### src/rtl/noc_inject_arbiter.sv
// Packet-atomic round-robin arbiter that shares the router injection port among NUM_REQ
// AXI-stream sources, with a 2-entry output skid buffer and max-packet-length enforcement.
module noc_inject_arbiter #(
    parameter int NUM_REQ       = 4,
    parameter int TDATA_WIDTH   = 32,
    parameter int TID_WIDTH     = 2,
    parameter int TDEST_WIDTH   = 4,
    parameter int MAX_PKT_BEATS = 16,
    parameter int REQ_IDX_WIDTH = $clog2(NUM_REQ)
) (
    input  logic                               clk_noc,
    input  logic                               rst_n,
    input  logic [NUM_REQ-1:0]                 s_tvalid,
    output logic [NUM_REQ-1:0]                 s_tready,
    input  logic [NUM_REQ*TDATA_WIDTH-1:0]     s_tdata,
    input  logic [NUM_REQ-1:0]                 s_tlast,
    input  logic [NUM_REQ*TID_WIDTH-1:0]       s_tid,
    input  logic [NUM_REQ*TDEST_WIDTH-1:0]     s_tdest,
    output logic                               m_tvalid,
    input  logic                               m_tready,
    output logic [TDATA_WIDTH-1:0]             m_tdata,
    output logic                               m_tlast,
    output logic [TID_WIDTH-1:0]               m_tid,
    output logic [TDEST_WIDTH-1:0]             m_tdest,
    output logic                               grant_valid,
    output logic [REQ_IDX_WIDTH-1:0]           grant_idx,
    output logic                               err_overlen,
    input  logic                               err_clear
);

    localparam int CNT_WIDTH = $clog2(MAX_PKT_BEATS + 1);
    localparam int PAY_WIDTH = 1 + TID_WIDTH + TDEST_WIDTH + TDATA_WIDTH;

    typedef enum logic {
        IDLE,
        LOCKED
    } state_t;

    state_t                   state, state_next;
    logic [REQ_IDX_WIDTH-1:0] rr_ptr, rr_ptr_next;
    logic [REQ_IDX_WIDTH-1:0] grant_idx_next;
    logic [REQ_IDX_WIDTH-1:0] winner;
    logic                     win_found;
    logic [CNT_WIDTH-1:0]     beat_cnt, beat_cnt_next;
    logic                     push, pop, buf_full, forced_last;
    logic [PAY_WIDTH-1:0]     in_beat, head_q, tail_q;
    logic [1:0]               count;

    // Round-robin search starting just after the last winner.
    always_comb begin
        winner    = '0;
        win_found = 1'b0;
        for (int k = 1; k <= NUM_REQ; k++) begin
            if (!win_found && s_tvalid[(int'(rr_ptr) + k) % NUM_REQ]) begin
                win_found = 1'b1;
                winner    = REQ_IDX_WIDTH'((int'(rr_ptr) + k) % NUM_REQ);
            end
        end
    end

    always_comb begin
        state_next     = state;
        rr_ptr_next    = rr_ptr;
        grant_idx_next = grant_idx;
        beat_cnt_next  = beat_cnt;
        s_tready       = '0;
        push           = 1'b0;
        forced_last    = 1'b0;
        case (state)
            IDLE: begin
                if (win_found) begin
                    grant_idx_next = winner;
                    rr_ptr_next    = winner;
                    beat_cnt_next  = '0;
                    state_next     = LOCKED;
                end
            end
            LOCKED: begin
                s_tready[grant_idx] = ~buf_full;
                push                = s_tvalid[grant_idx] & ~buf_full;
                if (push) begin
                    beat_cnt_next = beat_cnt + CNT_WIDTH'(1);
                    forced_last   = ~s_tlast[grant_idx] &&
                                    (beat_cnt == CNT_WIDTH'(MAX_PKT_BEATS - 1));
                    if (s_tlast[grant_idx] || forced_last) begin
                        state_next = IDLE;
                    end
                end
            end
            default: state_next = IDLE;
        endcase
    end

    always_ff @(posedge clk_noc or negedge rst_n) begin
        if (!rst_n) begin
            state     <= IDLE;
            rr_ptr    <= REQ_IDX_WIDTH'(NUM_REQ - 1);
            grant_idx <= '0;
            beat_cnt  <= '0;
        end else begin
            state     <= state_next;
            rr_ptr    <= rr_ptr_next;
            grant_idx <= grant_idx_next;
            beat_cnt  <= beat_cnt_next;
        end
    end

    assign in_beat = {s_tlast[grant_idx] | forced_last,
                      s_tid[int'(grant_idx)*TID_WIDTH +: TID_WIDTH],
                      s_tdest[int'(grant_idx)*TDEST_WIDTH +: TDEST_WIDTH],
                      s_tdata[int'(grant_idx)*TDATA_WIDTH +: TDATA_WIDTH]};

    assign buf_full = (count == 2'd2);
    assign m_tvalid = (count != 2'd0);
    assign pop      = m_tvalid & m_tready;

    // Head register drives the outputs directly; tail only holds the second beat.
    always_ff @(posedge clk_noc or negedge rst_n) begin
        if (!rst_n) begin
            head_q <= '0;
            tail_q <= '0;
            count  <= 2'd0;
        end else begin
            case ({push, pop})
                2'b10: begin
                    if (count == 2'd0) head_q <= in_beat;
                    else               tail_q <= in_beat;
                    count <= count + 2'd1;
                end
                2'b01: begin
                    head_q <= tail_q;
                    count  <= count - 2'd1;
                end
                2'b11: begin
                    if (count == 2'd1) begin
                        head_q <= in_beat;
                    end else begin
                        head_q <= tail_q;
                        tail_q <= in_beat;
                    end
                end
                default: ;
            endcase
        end
    end

    assign {m_tlast, m_tid, m_tdest, m_tdata} = head_q;
    assign grant_valid = (state == LOCKED);

    always_ff @(posedge clk_noc or negedge rst_n) begin
        if (!rst_n) begin
            err_overlen <= 1'b0;
        end else if (forced_last) begin
            err_overlen <= 1'b1;
        end else if (err_clear) begin
            err_overlen <= 1'b0;
        end
    end

endmodule

### config.mk
export PLATFORM = sky130hd
export DESIGN_NAME = noc_inject_arbiter
export DESIGN_NICKNAME = d
export VERILOG_FILES = /design/src/rtl/noc_inject_arbiter.sv
export SDC_FILE = /design/constraint.sdc
export NUM_CORES = 1
export LEC_CHECK = 0
export CORE_MARGIN = 2
export CORE_UTILIZATION = 43
export DETAILED_ROUTE_END_ITERATION = 12
export PLACE_DENSITY = 0.83
export SYNTH_ARGS = -nofsm -noshare
export SYNTH_HDL_FRONTEND = slang
export SYNTH_SLANG_ARGS = --single-unit
### constraint.sdc
create_clock -name clk_noc -period 3.5 [get_ports clk_noc]
set_input_delay 0.35 -clock clk_noc [delete_from_list [all_inputs] [get_ports clk_noc]]
set_output_delay 0.35 -clock clk_noc [all_outputs]
set_load 0.01 [all_outputs]
Word-level counts from Yosys, hierarchy flattened
Index checks and enable logic that the tools add are counted.

word-level totals
  flip-flop bits (word level) = 91
  input bits = 164
  output and inout bits = 48

operators by class
  add/subtract/negate cells = 7
  magnitude comparators = 6
  equality and inequality tests = 11
  shift operators = 3
  muxes and demuxes = 46
  bitwise gates (word level) = 11
  reductions and logical operators = 23

operators with widths
  operator               number
  $mux W39               4
  $shiftx A128 B8 Y32    1
  $pmux W39 S3           1
  $pmux W39 S2           1
  $mux W1                23
  $lt A3 B4 Y1 const B   4
  $shiftx A16 B5 Y4      1
  $bmux W1 S2            6
  $mux W5                2
  $pmux W5 S2            1
  $mux W2                4
  $ne A2 B2 Y1 const B   4
  $reduce_bool A2 Y1     4
  $reduce_or A2 Y1       4
  $shiftx A8 B4 Y2       1
  $add A2 B1 Y2 const B  3
  $eq A2 B2 Y1 const B   3
  $reduce_and A2 Y1      3
  $add A5 B1 Y5 const B  1
  $eq A5 B4 Y1 const B   1
  $logic_and A1 B1 Y1    5
  $add A2 B2 Y2 const B  2
  $and A1 B1 Y1 const A  4
  $and A4 B4 Y4          1
  other kinds (17)       23

Longest topological paths before layout
  word-level depth = 18
  depth in mapped cells = 14
  depth with buffers taken out = 10

Worst setup path after synthesis
Ideal clock, no wire load.

  path kind = reg2reg
  from = reg grant_idx[0]
  to = reg tail_q[0]
  setup time = 0.125 ns
  arrival time = 2.751 ns
  setup slack = 0.625 ns
  stages on the path, launching flop included = 10
  period minus slack after synthesis = 2.875 ns
  path through = dfrtp_1 -> buf_6 -> mux4_2 -> nand2_1 -> clkbuf_1 -> inv_1 -> ha_1 -> o211ai_1 -> clkbuf_1 -> mux2_2

between the ends
  word-level cells in the longest chain between the ends = 7
  elaborated cells on any way between the ends = 14
  those cells by class = eq/ne (4); shift (1); mux (6); bitwise (1); reduce/logical (2)

RTL lines
  item                                                                         line  text
  from (decl)                                                                  26    output logic [REQ_IDX_WIDTH-1:0] grant_idx,
  from (signal assigned)                                                       103   grant_idx <= grant_idx_next;
  parallel branches: the longest is 7 deep, another holds $shiftx A128 B8 Y32  n/a
  to (signal assigned)                                                         127   else tail_q <= in_beat;
  to (signal assigned)                                                         139   tail_q <= in_beat;
  to (decl)                                                                    46    logic [PAY_WIDTH-1:0] in_beat, head_q, tail_q;

Parallel ways; which one is timed is not known. The select of a mux whose other input is x is not followed.
A chain may end at the register's enable or synchronous reset.

Worst setup path in the final report
  from = reg count[0]
  to = reg head_q[5]

between the ends
  word-level cells in the longest chain between the ends = 7
  elaborated cells on any way between the ends = 16
  those cells by class = eq/ne (6); mux (3); bitwise (3); reduce/logical (4)

RTL lines
  item                                                                 line  text
  from (decl)                                                          47    logic [1:0] count;
  from (signal assigned)                                               128   count <= count + 2'd1;
  from (signal assigned)                                               132   count <= count - 2'd1;
  $eq A2 B2 Y1                                                         113   assign buf_full = (count == 2'd2);
  $not A1 Y1                                                           80    push = s_tvalid[grant_idx] & ~buf_full;
  $and A1 B1 Y1                                                        80
  $mux W1                                                              69    case (state)
  $eq A2 B2 Y1 / $eq A2 B1 Y1 (equally long branches)                  124   case ({push, pop})
  $ne A2 B2 Y1 (no line) / $reduce_bool A3 Y1 (equally long branches)  n/a
  $reduce_and A2 Y1 (no line)                                          n/a
  to (signal assigned)                                                 126   if (count == 2'd0) head_q <= in_beat;
  to (signal assigned)                                                 131   head_q <= tail_q;
  to (signal assigned)                                                 136   head_q <= in_beat;
  to (decl)                                                            46

Several ways; a longest one is shown, not always the timed one.

==> results.json <==
{
  "status": "completed",
  "finalHoldViolCount": 0,
  "hpwl_um": 9330,
  "cp_max_fo": 41,
  "cts_made_buffers": 9,
  "regToRegEndpoint": "head_q[5]$_DFFE_PN0P_",
  "clock-sinks": 91,
  "cp-end-kind": "flop",
  "cts_tree": "done",
  "top_usage_layer": "met2",
  "antenna_found_initial": 0,
  "vias_per_cell": 5.50,
  "period_minus_slack_ns": 2.75,
  "reg2reg_depth": 7,
  "vias": 4061,
  "fp.dieArea_mm2": 0.0123,
  "clk-insertion-delay-late_ns": 0.33,
  "timing.fmax_mhz": 364,
  "drt_iter0_markers": 170,
  "syn_nets": 568,
  "synth_cell_types": 35,
  "die_h_um": 111,
  "cts_setup_buffers": 0,
  "avgSynthCellArea_um2": 12.4,
  "worst_clock_skew_ns": 0.00766,
  "grt_pass1_wl_um": 20900,
  "io_buffers": 211,
  "ant_nets": 0,
  "post_cts_resized": 0,
  "grt_max_degree": 73,
  "fillCellCount": 812,
  "ys.flop_type": "dfrtp_1",
  "drive_gt1_frac": 0.189,
  "slew_viol_final": 0,
  "rows": 38,
  "peakVddDrop_uv": 750,
  "tightest_slew_ns": 0.903,
  "rrSetupSlack_ns": 0.75,
  "wl_per_cell_um": 16.9,
  "drt_wl_total_um": 12500,
  "drc": 0,
  "worstPathRequired_ns": 3.75,
  "pin_count": 212,
  "cp-start-kind": "flop",
  "yosysSeqAreaShare": 0.465,
  "dpl_worst_slack_ns": 0.621,
  "netlist_area_mm2": 0.00490,
  "start_util": 0.446,
  "overflow": 0,
  "final_cell_mix": "210 x clkdlybuf4s50_1, 87 x dfrtp_1, 45 x nor2_1",
  "worst_slack_ns": 0.753,
  "gp_congestion": 0.731,
  "power_per_cell_area_mw_per_mm2": 901,
  "synth_cells": 396,
  "path_clk_slew_ns": 0.07,
  "synth_seq_cells": 91,
  "areaGrowthSynthToFinish_pct": 52.4,
  "finalCritPeriodShare": 0.785,
  "gr-usage-met2": 0.375,
  "cap_violations": 0,
  "cts_buffer_depth": 2,
  "final-setup-viol-count": 0,
  "r2r-start": "count[0]$_DFFE_PN0P_",
  "worstPathArrival_ns": 2.99,
  "fin_nets": 766,
  "yosys_warnings": 0,
  "hold_class": "in -> async",
  "h-tree-depth": 3,
  "root_buffer": "clkbuf_16",
  "antennaDiodeCount": 0,
  "grt_use_met1": 0.256,
  "relSlewSlack": 0.398,
  "async_flop_share": 1.00,
  "grt_use_met3": 0.0432,
  "grt_pass1_vias": 4345,
  "rsz0062_at_grt": "false",
  "ctsHoldBuffers": 0,
  "final_common_cell": "clkdlybuf4s50_1",
  "dr.pass1.iters": 4,
  "grtUsageTotal": 0.207,
  "setup_tns_ns": 0,
  "core_mm2": 0.0110,
  "leakagePower_nw": 3.01,
  "crit_type": "reg -> reg",
  "die_x_um": 111,
  "synth_edf_count": 0
}
-- sequential cells by signal (all words and copies together), names as in the netlist --
name         cells
beat_cnt         5
grant_idx        2
grant_valid      1
head_q          39
count            2
tail_q          39
err_overlen      1
rr_ptr           2
-- cell usage after synthesis (2+ instances only) --
| cell type | count | share of area |
|---|---|---|
| a21o_1 | 2 | 0.0031 |
| a21oi_1 | 42 | 0.043 |
| a22oi_1 | 39 | 0.060 |
| a2bb2oi_1 | 2 | 0.0036 |
| and3_1 | 2 | 0.0026 |
| buf_2 | 5 | 0.0051 |
| buf_6 | 5 | 0.011 |
| clkbuf_1 | 24 | 0.018 |
| dfrtp_1 | 89 | 0.45 |
| dfstp_2 | 2 | 0.011 |
| ha_1 | 8 | 0.020 |
| inv_1 | 10 | 0.0077 |
| mux2_2 | 38 | 0.087 |
| mux4_2 | 40 | 0.18 |
| nand2_1 | 8 | 0.0061 |
| nand3_1 | 6 | 0.0061 |
| nor2_1 | 45 | 0.034 |
| nor2b_1 | 2 | 0.0026 |
| nor4_1 | 2 | 0.0026 |
| o211ai_1 | 3 | 0.0046 |
| o21a_1 | 3 | 0.0046 |
| o21ai_0 | 5 | 0.0051 |
| xnor2_1 | 2 | 0.0036 |
-- cell families after synthesis --
kind of cell             Yosys count  synth area share
buffers and inverters             45            0.0434
XOR/XNOR                           3           0.00536
flip-flops                        91             0.465
multiplexers                      79             0.273
AO/OA/AOI/OAI                    101             0.132
adder cells (fa/ha/maj)            8            0.0204
AND/OR/NAND/NOR                   69            0.0603
-- critical path, stage by stage (launching register included) --
cell,delay [ns]
dfrtp_1,0.40
inv_1,0.08
ha_1,0.23
nor2b_1,0.44
a31o_2,0.80
buf_4,0.47
nor2_1,0.07
a21oi_1,0.14
-- metal layers --
| metal | share of wire | up-vias |
|---|---|---|
| met5 | 0 | - |
| met4 | 0.0076 | 0 |
| met3 | 0.056 | 10 |
| met2 | 0.53 | 149 |
| met1 | 0.40 | 2018 |
| li1 | - | 1884 |
-- through the flow --
step	util	hold slack, ns	power, W	area [um^2]	instances
2_1_floorplan	-	0.0544	0.00433	4900	396
3_3_place_gp	0.646	0.470	0.00541	7100	723
3_5_place_dp	0.646	0.473	0.00559	7100	723
4_1_cts	0.680	0.182	0.00680	7470	739
5_1_grt	0.680	0.229	0.00719	7470	739
6_report	0.680	0.120	0.00673	7470	739
-- where the power goes --
part           internal (W)  total [W]  switching, W
Combinational       0.00196    0.00360       0.00164
Sequential          0.00163    0.00195      0.000318
Clock              0.000778    0.00118      0.000407
-- worst max-delay path by stage --
stage	from	endpoint	slack, ns	depth (start not counted)
2_1_floorplan	grant_idx[0]$_DFFE_PN0P_	tail_q[0]$_DFFE_PN0P_	0.62	9
3_3_place_gp	s_tvalid[3]	tail_q[17]$_DFFE_PN0P_	0.70	8
3_5_place_dp	s_tvalid[3]	tail_q[26]$_DFFE_PN0P_	0.62	8
4_1_cts	count[0]$_DFFE_PN0P_	head_q[5]$_DFFE_PN0P_	0.74	7
5_1_grt	count[0]$_DFFE_PN0P_	head_q[4]$_DFFE_PN0P_	0.52	7
6_report	count[0]$_DFFE_PN0P_	head_q[5]$_DFFE_PN0P_	0.75	7
-- area by class of cell --
class / count / area [um^2] / share of cell area
clock buffers: 9 / 225 / 0.0302
clock inverters: 7 / 148 / 0.0198
inverters: 10 / 37.5 / 0.00503
multi-input cells: 260 / 2410 / 0.322
flip-flops and latches: 91 / 2280 / 0.306
well taps: 140 / 175 / 0.0235
repair buffers: 222 / 2190 / 0.294
(Power assumes the default switching activity.)
